## src/rtl/pcie_tx_quiesce_pkg.sv

```systemverilog
// Shared definitions for the TRN TX quiesce gate: one-hot state encodings and
// default timing parameters.
package pcie_tx_quiesce_pkg;

    typedef enum logic [4:0] {
        LINK_DOWN = 5'b00001,
        LINK_WAIT = 5'b00010,
        ACTIVE    = 5'b00100,
        DRAIN     = 5'b01000,
        HALTED    = 5'b10000
    } tx_state_e;

    localparam int UP_DELAY_DEF      = 16;
    localparam int DRAIN_TIMEOUT_DEF = 1024;
    localparam int STATS_W           = 16;

endpackage

```

## src/rtl/trn_tx_pkt_tracker.sv

```systemverilog
// Follows TLP boundaries on a TRN monitor tap; in_packet_nxt is the value
// in_packet takes at the coming edge (before any external clear).
module trn_tx_pkt_tracker (
    input  logic clk250,
    input  logic trn_reset_n,
    input  logic trn_tsof_n,
    input  logic trn_teof_n,
    input  logic trn_tsrc_rdy_n,
    input  logic trn_tdst_rdy_n,
    input  logic pkt_clr,
    output logic in_packet,
    output logic in_packet_nxt
);

    logic beat;

    // EOF wins over SOF so a single-beat TLP never opens a packet
    always_comb begin
        beat          = ~trn_tsrc_rdy_n & ~trn_tdst_rdy_n;
        in_packet_nxt = in_packet;
        if (beat && !trn_teof_n) begin
            in_packet_nxt = 1'b0;
        end else if (beat && !trn_tsof_n) begin
            in_packet_nxt = 1'b1;
        end
    end

    always_ff @(posedge clk250 or negedge trn_reset_n) begin
        if (!trn_reset_n) begin
            in_packet <= 1'b0;
        end else begin
            in_packet <= in_packet_nxt & ~pkt_clr;
        end
    end

endmodule

```

## src/rtl/pcie_tx_quiesce.sv

```systemverilog
// Gates TX DMA access to the TRN TX port by link state and host quiesce, draining
// the open TLP first. Define PCIE_TX_QUIESCE_STATS_EN for link-drop/abort counters.
module pcie_tx_quiesce
    import pcie_tx_quiesce_pkg::*;
#(
    parameter int UP_DELAY      = UP_DELAY_DEF,
    parameter int DRAIN_TIMEOUT = DRAIN_TIMEOUT_DEF,
    parameter int TMR_W         = 16
) (
    input  logic clk250,
    input  logic trn_reset_n,
    input  logic trn_lnk_up_n,
    input  logic trn_tsof_n,
    input  logic trn_teof_n,
    input  logic trn_tsrc_rdy_n,
    input  logic trn_tdst_rdy_n,
    input  logic quiesce_req,
    output logic tx_enable,
    output logic quiesced,
    output logic drain_abort
`ifdef PCIE_TX_QUIESCE_STATS_EN
    ,
    output logic [STATS_W-1:0] link_drop_cnt,
    output logic [STATS_W-1:0] abort_cnt
`endif
);

    localparam logic [TMR_W-1:0] UP_LAST    = TMR_W'(UP_DELAY - 1);
    localparam logic [TMR_W-1:0] DRAIN_LAST = TMR_W'(DRAIN_TIMEOUT - 1);

    tx_state_e        state, state_nxt;
    logic [TMR_W-1:0] timer, timer_nxt;
    logic             abort_nxt;
    logic             in_packet_unused;
    logic             in_packet_nxt;

    trn_tx_pkt_tracker u_pkt_tracker (
        .clk250         (clk250),
        .trn_reset_n    (trn_reset_n),
        .trn_tsof_n     (trn_tsof_n),
        .trn_teof_n     (trn_teof_n),
        .trn_tsrc_rdy_n (trn_tsrc_rdy_n),
        .trn_tdst_rdy_n (trn_tdst_rdy_n),
        .pkt_clr        (abort_nxt),
        .in_packet      (in_packet_unused),
        .in_packet_nxt  (in_packet_nxt)
    );

    always_comb begin
        state_nxt = state;
        timer_nxt = timer;
        abort_nxt = 1'b0;
        case (state)
            LINK_DOWN: begin
                if (!trn_lnk_up_n) begin
                    state_nxt = LINK_WAIT;
                    timer_nxt = '0;
                end
            end
            LINK_WAIT: begin
                if (trn_lnk_up_n) begin
                    state_nxt = LINK_DOWN;
                end else begin
                    timer_nxt = timer + 1'b1;
                    if (timer == UP_LAST) begin
                        state_nxt = quiesce_req ? HALTED : ACTIVE;
                    end
                end
            end
            ACTIVE: begin
                if (trn_lnk_up_n || quiesce_req) begin
                    state_nxt = DRAIN;
                    timer_nxt = '0;
                end
            end
            DRAIN: begin
                // a packet closing on the timeout cycle is a clean finish, not an abort
                timer_nxt = timer + 1'b1;
                if (!in_packet_nxt || timer == DRAIN_LAST) begin
                    state_nxt = trn_lnk_up_n ? LINK_DOWN : HALTED;
                    abort_nxt = in_packet_nxt;
                end
            end
            HALTED: begin
                if (trn_lnk_up_n) begin
                    state_nxt = LINK_DOWN;
                end else if (!quiesce_req) begin
                    state_nxt = ACTIVE;
                end
            end
            default: state_nxt = LINK_DOWN;
        endcase
    end

    always_ff @(posedge clk250 or negedge trn_reset_n) begin
        if (!trn_reset_n) begin
            state       <= LINK_DOWN;
            timer       <= '0;
            tx_enable   <= 1'b0;
            quiesced    <= 1'b1;
            drain_abort <= 1'b0;
        end else begin
            state       <= state_nxt;
            timer       <= timer_nxt;
            tx_enable   <= (state == ACTIVE);
            quiesced    <= (state == LINK_DOWN) || (state == LINK_WAIT) || (state == HALTED);
            drain_abort <= abort_nxt;
        end
    end

`ifdef PCIE_TX_QUIESCE_STATS_EN
    // drop_seen stops a link loss that started the drain being counted again at its exit
    logic drop_seen;
    logic drop_evt;

    assign drop_evt = trn_lnk_up_n &&
                      ((state == ACTIVE && state_nxt == DRAIN) ||
                       (state == DRAIN && state_nxt == LINK_DOWN && !drop_seen));

    always_ff @(posedge clk250 or negedge trn_reset_n) begin
        if (!trn_reset_n) begin
            drop_seen     <= 1'b0;
            link_drop_cnt <= '0;
            abort_cnt     <= '0;
        end else begin
            if (state == ACTIVE && state_nxt == DRAIN) begin
                drop_seen <= trn_lnk_up_n;
            end
            if (drop_evt && link_drop_cnt != {STATS_W{1'b1}}) begin
                link_drop_cnt <= link_drop_cnt + 1'b1;
            end
            if (abort_nxt && abort_cnt != {STATS_W{1'b1}}) begin
                abort_cnt <= abort_cnt + 1'b1;
            end
        end
    end
`endif

endmodule

```

## config.mk

```make
export PLATFORM = sky130hd
export DESIGN_NAME = pcie_tx_quiesce
export DESIGN_NICKNAME = d
export VERILOG_FILES = /design/src/rtl/pcie_tx_quiesce_pkg.sv /design/src/rtl/trn_tx_pkt_tracker.sv /design/src/rtl/pcie_tx_quiesce.sv
export SDC_FILE = /design/constraint.sdc
export NUM_CORES = 1
export LEC_CHECK = 0
export ABC_AREA = 1
export BUFFER_PORTS_ARGS = -buffer_cell sky130_fd_sc_hd__buf_2
export CAP_MARGIN = 20
export CORE_MARGIN = 5
export CORE_UTILIZATION = 33
export CTS_BUF_LIST = sky130_fd_sc_hd__clkbuf_4
export CTS_CLUSTER_DIAMETER = 80
export DETAILED_ROUTE_END_ITERATION = 12
export PLACE_DENSITY = 0.51
export SETUP_SLACK_MARGIN = 0.05
export SYNTH_ARGS = -nofsm -noshare
export SYNTH_HDL_FRONTEND = slang
export SYNTH_HIERARCHICAL = 1
export SYNTH_SLANG_ARGS = --single-unit
```

## constraint.sdc

```tcl
create_clock -name clk250 -period 1.6 [get_ports clk250]
set_input_delay 0.16 -clock clk250 [delete_from_list [all_inputs] [get_ports clk250]]
set_output_delay 0.16 -clock clk250 [all_outputs]
set_load 0.01 [all_outputs]
```

==> impl_metrics.yaml <==
floorplan:
  top_level_ports: 11
  start_util_pct: 33.7
  die_y_um: 82.0
  fp.dieArea_mm2: 0.00672
  rows: 26
  core_area_mm2: 0.00507
  die_w_um: 82.0
sta:
  min_period_ns: 1.55
  worst_slew_pin_slew_ns: 0.592
  relSlewSlack_pct: 60.5
  worst_hold_slack_ns: 0.144
  grt_setup_unrepaired: "yes"
  fmaxAchievable_mhz: 644
  finalHoldViolations: 0
  final_max_slew_viol_count: 0
  setup_viol: 0
  timing.final.crit_share_pct: 97.0
  finClkSkew_ns: 0.00766
  setup_ws_ns: 0.0473
place:
  dp_hpwl_um: 2990
  dp.cells: 363
  globalplace.congestion: 0.839
  dp_slack_ns: -0.162
  port-buffer-count: 10
finish:
  fillCellCount: 554
  instances_no_fill: 371
  regArea_um2: 634
  syn2layout_area_growth_pct: 27.4
  multi_input_area_mm2: 0.00107
  diodes: 0
  final_nets: 311
  drive_gt1_share_pct: 30.6
cts:
  numCtsBuffers: 3
  htree_levels: 1
  clk_path_buf_depth: 2
  cts_sinks: 25
  clk_pin_slew_ns: 0.16
  cts_tree: "built"
  insertion_delay_ns: 0.33
  root_buffer: "clkbuf_4"
logic_synthesis:
  synth.ff_latch_count: 25
  synth_ff_type: "dfrtp_1"
  ys_warn_count: 6
  netlist_top_cells_area: "dfrtp_1, nand2_1, nor2_1"
  synth_nets: 274
  synth_top_area_cell: "dfrtp_1"
  syn_inst: 265
  seq_area_frac_synth_pct: 36.7
  synth_area_per_cell_um2: 6.45
  synthArstFlopShare_pct: 100
  ys_types: 26
  synth_area_mm2: 0.00171
  synth_edf_count: 0
  synth_top_area_share_pct: 33.7
  netlist_top_cells_count: "nand2_1, nor2_1, inv_1, dfrtp_1, nand3_1"
  post-synth-top-count-cell: "nand2_1"
min_path:
  holdCritPathClass: "in2reg"
  hold_start: "trn_teof_n"
  min_to: "u_pkt_tracker/in_packet"
  holdPathStages: 5
detailed_routing:
  drt-vias-per-instance: 4.56
  postRouteWirelength_um: 4290
  wl_per_cell_um: 11.6
  vias: 1691
  dr.pass1.iters: 4
  drt_iter0_markers: 83
  postRouteAntennaNets: 0
  drc: 0
setup_path:
  r2r_cells: 9
  crit_buf_inv: 1
  worstPathRequired_ns: 1.84
  r2r_end: "timer[1]"
  crit_fanout: 8
  r2r-start: "state[0]"
  critical_path_class: "reg2reg"
  critPathTopFamily: "simple AND/OR/NAND/NOR gates"
  crit_path_cell_trace: "inv_2, nor2_4, nand3_2, nand2_2, nor2_4, nor2_4, nand2_4, nand2_2, nand2_1"
  cp.arrival_ns: 1.79
  slowest_delay_ns: 0.61
  endpoint_kind: "register"
  cp_common_cell: "nor2_4"
  cpMaxStageDelayCell: "dfstp_2"
  reg2reg_slack_ns: 0.05
  worstSetupStartpointType: "register"
job:
  cap_violations: 0
power_and_ir_drop:
  power_density_mw_per_mm2: 1110
  ir_worst_vdd_uv: 541
  p_leak_nw: 1.06
global_route:
  grt-ovfl-total: 0
  grt_max_degree: 26
  grt_pass1_vias: 1538
  grt_pass1_wl_um: 6980
  antenna_found_initial: 0
  grt_use_total_pct: 13.4
status:
  status: "finished clean"
==> worst min-delay path, cell delays in order <==
cell     delay (ns)
buf_2          0.09
inv_1          0.04
nand2_1        0.06
nand2_2        0.08
nor2_2         0.03
==> repair_timing <==
item / in CTS / in global routing
cloned: 1 / 0
hold buffers: 1 / 0
pin swaps: 2 / 13
setup endpoints to repair: 16 / 23
hold endpoints to repair: 23 / 0
gates resized for setup: 5 / 40
buffers inserted: 2 / 1
==> cell type report <==
| class | instances | share of cell area, % |
|---|---|---|
| Inverter | 28 | 4.94 |
| Clock inverter | 1 | 0.345 |
| Tap cell | 70 | 4.02 |
| Multi-Input combinational cell | 210 | 49.3 |
| Sequential cell | 25 | 29.1 |
| Clock buffer | 3 | 1.03 |
| Timing Repair Buffer | 34 | 11.2 |
==> logic make-up (layout without fill, tap and decap cells) <==
logic type / after synthesis / after routing / share of synthesized area (%)
buffers and inverters: 31 / 66 / 7.53
adder cells (fa/ha/maj): 1 / 1 / 0.731
AND/OR/NAND/NOR: 193 / 194 / 48.9
flip-flops: 25 / 25 / 36.7
XOR/XNOR: 4 / 4 / 2.05
AO/OA/AOI/OAI: 11 / 11 / 4.10
==> stage by stage <==
stage                     setup TNS, ns  power [mW]  utilization, %  area (um^2)
after floorplan                       0        1.47               -         1710
after global placement            -1.87        1.77            39.1         1980
after detailed placement          -2.31        1.77            39.1         1980
after CTS                             0        2.26            40.7         2070
after global routing             -0.358        2.59            42.9         2180
final                                 0        2.43            42.9         2180
==> layer usage <==
layer  part of all wire [%]  vias up  global-route usage, %
met1                     51      760                   18.7
li1                       -      897                      -
met2                     45       28                   21.2
met4                    1.1        0                   3.99
met5                      0        -                      0
met3                    3.1        6                   1.97
==> power breakdown <==
part	switching [mW]	leakage, nW	total (mW)	internal (mW)
Combinational	0.837	0.718	1.33	0.494
Sequential	0.0638	0.330	0.786	0.722
Clock	0.216	0.0139	0.312	0.0958
Total	1.12	1.06	2.43	1.31
==> worst max-delay path by stage <==
stage / endpoint / start / cells past startpoint
global route: timer[9] / state[0] / 9
finish: timer[1] / state[0] / 9
global placement: timer[1] / state[0] / 8
detailed placement: timer[13] / state[0] / 8
CTS: timer[10] / state[0] / 9
floorplan: u_pkt_tracker/in_packet / timer[0] / 8
==> placed cells by master, fill, tap and decap left out, drive strengths merged, types with 3 or more instances in the layout <==
master	instances
clkbuf	3
inv	28
a21oi	3
buf	33
nor3	3
nand3	18
nand4	9
nor2	52
dfrtp	23
nand2	109
o21bai	5
==> sequential cells by signal (all words and copies together), names as in the netlist <==
signal and count:
u_pkt_tracker/in_packet 1, drain_abort 1, quiesced 1, timer 16
state 5, tx_enable 1
Note: power is estimated with default switching activity, not from simulation.
